### config.mk
export PLATFORM = sky130hd
export DESIGN_NAME = arp_rx
export DESIGN_NICKNAME = d
export VERILOG_FILES = /design/src/rtl/arp_rx_pkg.sv /design/src/rtl/arp_rx.sv
export SDC_FILE = /design/constraint.sdc
export NUM_CORES = 1
export LEC_CHECK = 0
export ABC_AREA = 1
export BUFFER_PORTS_ARGS = -buffer_cell sky130_fd_sc_hd__buf_2
export CAP_MARGIN = 5
export CORE_MARGIN = 1
export CORE_UTILIZATION = 45
export CTS_CLUSTER_SIZE = 28
export DETAILED_ROUTE_END_ITERATION = 10
export GPL_ROUTABILITY_DRIVEN = 1
export PLACE_DENSITY = 0.6
export SYNTH_ARGS = -nofsm -noshare
export SYNTH_HDL_FRONTEND = slang
export SYNTH_SLANG_ARGS = --single-unit
### constraint.sdc
create_clock -name clk -period 15.3 [get_ports clk]
set_clock_uncertainty 0.1 [all_clocks]
set_input_delay 4.59 -clock clk [delete_from_list [all_inputs] [get_ports clk]]
set_output_delay 4.59 -clock clk [all_outputs]
set_load 0.005 [all_outputs]
### src/rtl/arp_rx_pkg.sv
// Shared Ethernet/ARP constants and FSM state encoding for the ARP receive path.
package arp_rx_pkg;

   localparam logic [15:0] ETH_TYPE_ARP  = 16'h0806;
   localparam logic [15:0] ARP_OP_REQ    = 16'h0001;
   localparam logic [15:0] ARP_OP_REP    = 16'h0002;
   localparam logic [7:0]  PREAMBLE_BYTE = 8'h55;
   localparam logic [7:0]  SFD_BYTE      = 8'hd5;
   localparam logic [47:0] BROADCAST_MAC = 48'hff_ff_ff_ff_ff_ff;

   typedef enum logic [4:0] {
      st_idle     = 5'b00001,
      st_preamble = 5'b00010,
      st_eth_head = 5'b00100,
      st_arp_data = 5'b01000,
      st_rx_end   = 5'b10000
   } arp_rx_state_e;

endpackage

### src/rtl/arp_rx.sv
// GMII ARP receiver: parses preamble, Ethernet header and ARP payload, and reports
// sender MAC/IP plus opcode type for ARP frames addressed to this board.
module arp_rx
   import arp_rx_pkg::*;
#(
   parameter logic [47:0] BOARD_MAC = 48'ha0_b1_c2_d3_e1_e1,
   parameter logic [31:0] BOARD_IP  = {8'd192, 8'd168, 8'd1, 8'd11}
) (
   input  logic        clk,
   input  logic        rst,
   input  logic        gmii_rx_dv,
   input  logic [7:0]  gmii_rxd,
   output logic        arp_rx_done,
   output logic        arp_rx_type,
   output logic [47:0] src_mac,
   output logic [31:0] src_ip
);

   arp_rx_state_e state_q;
   logic [4:0]    cnt_q;
   logic [47:0]   dmac_q;
   logic [15:0]   etype_q;
   logic [15:0]   op_q;
   logic [47:0]   smac_tmp_q;
   logic [31:0]   sip_tmp_q;
   logic [31:0]   tip_q;

   // Header/target checks happen on the last byte, so they see that byte combinationally.
   logic [15:0] etype_d;
   logic [31:0] tip_d;
   logic        dmac_ok;
   logic        op_ok;

   always_comb begin
      etype_d = {etype_q[7:0], gmii_rxd};
      tip_d   = {tip_q[23:0], gmii_rxd};
      dmac_ok = (dmac_q == BOARD_MAC) || (dmac_q == BROADCAST_MAC);
      op_ok   = (op_q == ARP_OP_REQ) || (op_q == ARP_OP_REP);
   end

   always_ff @(posedge clk or posedge rst) begin
      if (rst) begin
         state_q     <= st_idle;
         cnt_q       <= '0;
         dmac_q      <= '0;
         etype_q     <= '0;
         op_q        <= '0;
         smac_tmp_q  <= '0;
         sip_tmp_q   <= '0;
         tip_q       <= '0;
         arp_rx_done <= 1'b0;
         arp_rx_type <= 1'b0;
         src_mac     <= '0;
         src_ip      <= '0;
      end else begin
         arp_rx_done <= 1'b0;
         case (state_q)
            st_idle: begin
               if (gmii_rx_dv && gmii_rxd == PREAMBLE_BYTE) begin
                  state_q <= st_preamble;
                  cnt_q   <= 5'd1;
               end
            end
            st_preamble: begin
               if (!gmii_rx_dv) begin
                  state_q <= st_idle;
               end else if (cnt_q < 5'd7) begin
                  if (gmii_rxd == PREAMBLE_BYTE) cnt_q <= cnt_q + 5'd1;
                  else                           state_q <= st_rx_end;
               end else if (gmii_rxd == SFD_BYTE) begin
                  state_q <= st_eth_head;
                  cnt_q   <= '0;
               end else begin
                  state_q <= st_rx_end;
               end
            end
            st_eth_head: begin
               if (!gmii_rx_dv) begin
                  state_q <= st_idle;
               end else begin
                  cnt_q <= cnt_q + 5'd1;
                  if (cnt_q < 5'd6)   dmac_q  <= {dmac_q[39:0], gmii_rxd};
                  if (cnt_q >= 5'd12) etype_q <= etype_d;
                  if (cnt_q == 5'd13) begin
                     cnt_q   <= '0;
                     state_q <= (dmac_ok && etype_d == ETH_TYPE_ARP) ? st_arp_data : st_rx_end;
                  end
               end
            end
            st_arp_data: begin
               if (!gmii_rx_dv) begin
                  state_q <= st_idle;
               end else begin
                  cnt_q <= cnt_q + 5'd1;
                  if (cnt_q == 5'd6 || cnt_q == 5'd7)   op_q       <= {op_q[7:0], gmii_rxd};
                  if (cnt_q >= 5'd8 && cnt_q <= 5'd13)  smac_tmp_q <= {smac_tmp_q[39:0], gmii_rxd};
                  if (cnt_q >= 5'd14 && cnt_q <= 5'd17) sip_tmp_q  <= {sip_tmp_q[23:0], gmii_rxd};
                  if (cnt_q >= 5'd24)                   tip_q      <= tip_d;
                  if (cnt_q == 5'd27) begin
                     cnt_q   <= '0;
                     state_q <= st_rx_end;
                     if (tip_d == BOARD_IP && op_ok) begin
                        arp_rx_done <= 1'b1;
                        arp_rx_type <= (op_q == ARP_OP_REP);
                        src_mac     <= smac_tmp_q;
                        src_ip      <= sip_tmp_q;
                     end
                  end
               end
            end
            st_rx_end: begin
               if (!gmii_rx_dv) state_q <= st_idle;
            end
            default: state_q <= st_idle;
         endcase
      end
   end

endmodule

======== Word-level counts from Yosys, hierarchy flattened ========
Cells that the tools add are included.
word-level totals
  bits in registers ....................... 268
  bits in latches ......................... 0
  RAM bits ................................ 0
  ROM bits ................................ 0
  input port bits ......................... 11
  output and inout bits ................... 82
  logic and storage cells ................. 92
  memories kept ........................... 0
cells by class
  $add $sub $neg .......................... 1
  multipliers ............................. 0
  div/mod/pow operators ................... 0
  magnitude comparators ................... 8
  equality and inequality tests ........... 27
  shift-type cells ........................ 0
  mux-type cells .......................... 26
  bitwise gates (word level) .............. 0
  reductions and logical operators ........ 18
operators by type and width
  kind                                                             count
  two-way mux 5 bit                                                20
  == test 48 bit (second input constant)                           2
  == test 32 bit (second input constant)                           1
  case mux 5 bit (5 select lines)                                  1
  case mux 5 bit (4 select lines)                                  1
  AND reduction 3 bit                                              6
  == test 16 x 1 -> 1 bit (second input constant)                  1
  == test 16 x 12 -> 1 bit (second input constant)                 1
  == test 16 x 2 -> 1 bit (second input constant)                  1
  == test 5 x 3 -> 1 bit (second input constant)                   3
  >= comparator 5 x 4 -> 1 bit (second input constant)             3
  inequality test 3 bit (second input constant)                    4
  == test 5 x 4 -> 1 bit (second input constant)                   2
  == test 5 bit (second input constant)                            2
  less-than comparator 5 x 3 -> 1 bit (second input constant)      2
  inequality test 2 bit (second input constant)                    5
  == test 8 x 7 -> 1 bit (second input constant)                   1
  == test 8 bit (second input constant)                            1
  AND reduction 7 bit                                              1
  adder 5 x 1 -> 5 bit (second input constant)                     1
  == test 5 x 1 -> 1 bit (second input constant)                   1
  == test 5 x 2 -> 1 bit (second input constant)                   1
  >= comparator 5 bit (second input constant)                      1
  less-or-equal comparator 5 x 4 -> 1 bit (second input constant)  1
  8 further kinds                                                  17

======== Depth between registers and ports, before layout ========
  depth after elaboration ................. 7
  gate-level depth with buffers ........... 12
  depth with buffers taken out ............ 12

======== Worst setup path before layout ========
Ideal clock, no wire load.
  path type ............................... input port to flip-flop
  from .................................... input port gmii_rxd[5]
  to ...................................... register cnt_q[1]
  library setup time ...................... 117 ps
  arrival ................................. 5781 ps
  slack ................................... 9302 ps
  stages on the path ...................... 12
  path buffers ............................ 0
  cells stage by stage .................... inv_2 nand2_1 nor2_1 nand2_1 nor2_1 nand2_1 nand2_1 nand2_1 nor2_1 nand2_1 nand2_1 nand2_1
between the ends
  longest elaborated chain between the ends .. 4
  elaborated cells on any way between the ends .. 7
  classes of those cells .................. 5 x eq/ne; 2 x reduce/logical
RTL lines
  what                               line                        RTL
  from (decl)                        arp_rx.sv:12                input logic [7:0] gmii_rxd,
  == test 8 x 7 -> 1 bit             arp_rx.sv:59, arp_rx.sv:68
  logical AND 1 bit                  arp_rx.sv:59                if (gmii_rx_dv && gmii_rxd == PREAMBLE_BYTE) begin
  inequality test 2 bit (no line)    -
  AND reduction 7 bit (no line) (*)  -
  to (signal assigned)               arp_rx.sv:68                if (gmii_rxd == PREAMBLE_BYTE) cnt_q <= cnt_q + 5'd1;
  to (signal assigned)               arp_rx.sv:81                cnt_q <= cnt_q + 5'd1;
  to (signal assigned)               arp_rx.sv:94                cnt_q <= cnt_q + 5'd1;
  to (decl)                          arp_rx.sv:20                logic [4:0] cnt_q;
Every way passes the cells marked *; elsewhere a longest branch is shown, timed or not.
A chain may end at the register's enable or synchronous reset.

======== Worst setup path in the final report ========
  from .................................... input port gmii_rxd[6]
  to ...................................... register src_mac[24]
between the ends
  longest elaborated chain between the ends .. 3
RTL lines
  what                           line           RTL
  == test 32 bit                 arp_rx.sv:102  if (tip_d == BOARD_IP && op_ok) begin
  logical AND 1 bit              arp_rx.sv:102
  AND reduction 4 bit (no line)  -
  to (signal assigned)           arp_rx.sv:105  src_mac <= smac_tmp_q;
  to (decl)                      arp_rx.sv:15   output logic [47:0] src_mac,
Every way passes these cells.

==> metrics.md <==
| Metric | Value |
|---|---|
| Largest cells by area after synthesis | sky130_fd_sc_hd__dfrtp_1 59%, sky130_fd_sc_hd__nand2_1 14%, sky130_fd_sc_hd__nand4_1 5.5% |
| Final number of hold-violating endpoints | 0 |
| # placed instances | 1,645 |
| DR WL/cell | 14.8 microns |
| Worst EP arrival | 7550 ps |
| Die Y | 160 microns |
| Netlist cell types | 34 |
| Depth of the worst register-to-register path | 8 |
| Number of instances resized during post-cts repair | 0 |
| Largest net degree at the start of global routing | 113 |
| Vias per inst | 5.04 |
| Antenna violations before repair | 0 |
| Worst max-slew margin expressed relative to the limit | 0.320 |
| Power density over cell area | 115 nW/um^2 |
| Tmin final | 7220 ps |
| Count of input and output buffers | 92 |
| Clock-pin slew on the worst setup and hold paths | 60 ps |
| Run status | finished, final reports clean |
| Count of standard-cell rows | 57 |
| CTS HTree Levels | 1 |
| Vias | 8,559 |
| Count of final max-slew check failures | 0 |
| Total of max-cap violations | 0 |
| Ports placed on the boundary | 93 |
| Launching point of the worst reg2reg path | cnt_q[4] |
| Unrepaired setup endpoints after global routing | no |
| Critical R2R Capture | src_mac[24] |
| Largest fanout of any net on the critical path | 82 |
| Hold buffer count at CTS | 0 |
| Clock Sinks | 268 |
| Worst Hold Class | reg2reg |
| Final weighted congestion of routability-driven global placement | 0.863 |
| Fraction of layout cells with a size suffix above 1 | 0.117 |
| Synthesized netlist cell count | 1,290 |
| Total DRC errors in the routed layout | 0 |
| Post-synthesis instance area | 11,300 sq um |
| Syn. warnings | 0 |
| Global-route wire length before repair | 41,900 microns |
| Post-route total power | 1.48 mW |
| Number of antenna cells inserted | 0 |
| Area fraction of the dominant cell type after synthesis | 0.591 |
| Avg Synthesized Cell Area | 8.76 sq um |
| Kind of critical path | in2reg |
| Final critical-path share of the clock period | 0.472 |
| Core Box Area | 24,500 sq um |
| Number of nets with antenna violations after routing | 0 |
| Global router's overall resource usage | 0.200 |
| Number of flops mapped to enable cells by yosys | 0 |
| Top cells by instance count after synthesis | 411 x sky130_fd_sc_hd__nand2_1, 267 x sky130_fd_sc_hd__dfrtp_1, 121 x sky130_fd_sc_hd__o21ai_0 |
| Hold wc startpoint | src_mac[0] |
| Largest area contributor in the synthesized netlist | sky130_fd_sc_hd__dfrtp_1 |
| Largest vdd supply drop | 0.0000636 V |
| Tightest Pin Transition | 1020 ps |
| Final wirelength | 25,200 microns |
| Part of the Yosys area used for sequential elements | 0.594 |
| Root Buffer | sky130_fd_sc_hd__clkbuf_16 |
| Register bit total from synthesis | 268 |
| Router iterations before antenna repair | 5 |
| Maximum clock insertion buffer count | 3 |
| Clock insertion delay at the later pin of the skew report | 540 ps |
| Primary flip-flop cell chosen by synthesis mapping | sky130_fd_sc_hd__dfrtp_1 |
| Post-CTS setup buffer count | 0 |
| Timing-limited maximum frequency | 138 MHz |
| Capture endpoint of the worst hold path | src_mac[0] |
| HPWL Detailed | 15,700 microns |
| R2r setup slk | 11,730 ps |
| TritonCTS clock tree | yes |
| Critical path startpoint category | input port |
| Most frequent cell after synthesis | sky130_fd_sc_hd__nand2_1 |
| Area growth, synth to finish | 13.6% |
| Data required time at the worst endpoint | 15,620 ps |
| Vias in the first global route | 7,920 |
| Area enclosed by the die boundary | 25,800 sq um |
| Width of the die | 160 microns |
| Effective utilization at floorplan | 0.462 |
| Final cell count without fillers | 1,697 |
| Hold Path Stages | 2 |
| Total nets after synthesis | 1,304 |
| Congestion Overflow GR | 0 |
| Finish-stage setup viols | 0 |
| Violation count after the first detailed-route iteration | 625 |
| Static Leakage | 6.66 nW |
| Capturing element type of the critical path | flop |
| Final net count | 1,366 |
| Proportion of synthesized flip-flops having asynchronous set or reset | 1.00 |
| Sum of negative setup slack | 0 ps |
| Total CTS buffers | 29 |
## logic make-up after synthesis
group	Yosys count	share of synthesized area
flops	268	0.594
simple gates	647	0.249
buf+inv	190	0.0713
xor+xnor	3	0.00233
fa+ha+maj	3	0.00332
compound gates	179	0.0806
## layout make-up
cell class / count / area, sq um
clock buffer: 44 / 842
clock inverter: 8 / 93.8
fill: 2351 / 11600
inverter: 120 / 458
multi-input combinational: 832 / 3800
sequential: 268 / 6710
tap: 324 / 405
timing repair buffer: 101 / 528
## metal layers
metal  wire length (microns)  share of wire  track usage
met5                       0              0            0
met4                     431          0.017       0.0524
met3                    1120          0.044       0.0261
met2                   11300           0.45        0.296
met1                   12400           0.49        0.308
## critical path: stages
cell and delay, ps:
sky130_fd_sc_hd__buf_2 90, sky130_fd_sc_hd__inv_1 340, sky130_fd_sc_hd__nand4_1 180, sky130_fd_sc_hd__nor2_1 120, sky130_fd_sc_hd__nand3_1 130, sky130_fd_sc_hd__nor2_4 120, sky130_fd_sc_hd__buf_4 660, sky130_fd_sc_hd__nand3_4 900
sky130_fd_sc_hd__nand2_1 260, sky130_fd_sc_hd__nand2_1 80
## cell usage in the layout, fill, tap and decap left out, drive strengths merged, types with 3 or more instances in the layout
cell type / synthesis / layout
clkbuf: 38 / 44
nand3: 45 / 45
o21ai: 140 / 140
nand2: 411 / 411
a21oi: 33 / 33
clkinv: 1 / 6
nand4: 99 / 99
inv: 119 / 120
ha: 3 / 3
nor4: 5 / 5
dfrtp: 267 / 267
nor2: 83 / 83
buf: 32 / 101
a31oi: 3 / 3
## how the worst max path moves through the flow
stage	startpoint	endpoint	slack (ps)	cells past startpoint
floorplan	rst	arp_rx_done	3230	1
global placement	gmii_rxd[6]	src_mac[0]	7510	10
detailed placement	gmii_rxd[6]	src_mac[30]	7480	10
CTS	gmii_rxd[6]	src_mac[30]	8040	10
global route	gmii_rxd[6]	src_ip[19]	7710	10
finish	gmii_rxd[6]	src_mac[24]	8080	10
## report_power, final
part           internal, mW  switching (mW)  total, mW
sequential            0.716         0.00652      0.722
clock                 0.411           0.272      0.683
combinational        0.0167          0.0542     0.0708
total                  1.14           0.333       1.48
## registers in the layout, summed over array words and instances, names as in the netlist
name         flops
dmac_q          48
smac_tmp_q      48
src_mac         48
sip_tmp_q       32
src_ip          32
tip_q           24
op_q            16
etype_q          8
cnt_q            5
state_q          5
arp_rx_done      1
arp_rx_type      1
## metrics by stage
stage,setup slack [ps],area [sq um],utilization,hold WS [ps]
after floorplan,3230,11300,-,342
final,8080,12800,0.525,364
after global routing,7710,12800,0.525,378
after global placement,7510,11900,0.487,350
after CTS,8040,12800,0.525,369
after detailed placement,7480,11900,0.487,354
Note: power is estimated with default switching activity, not from simulation.
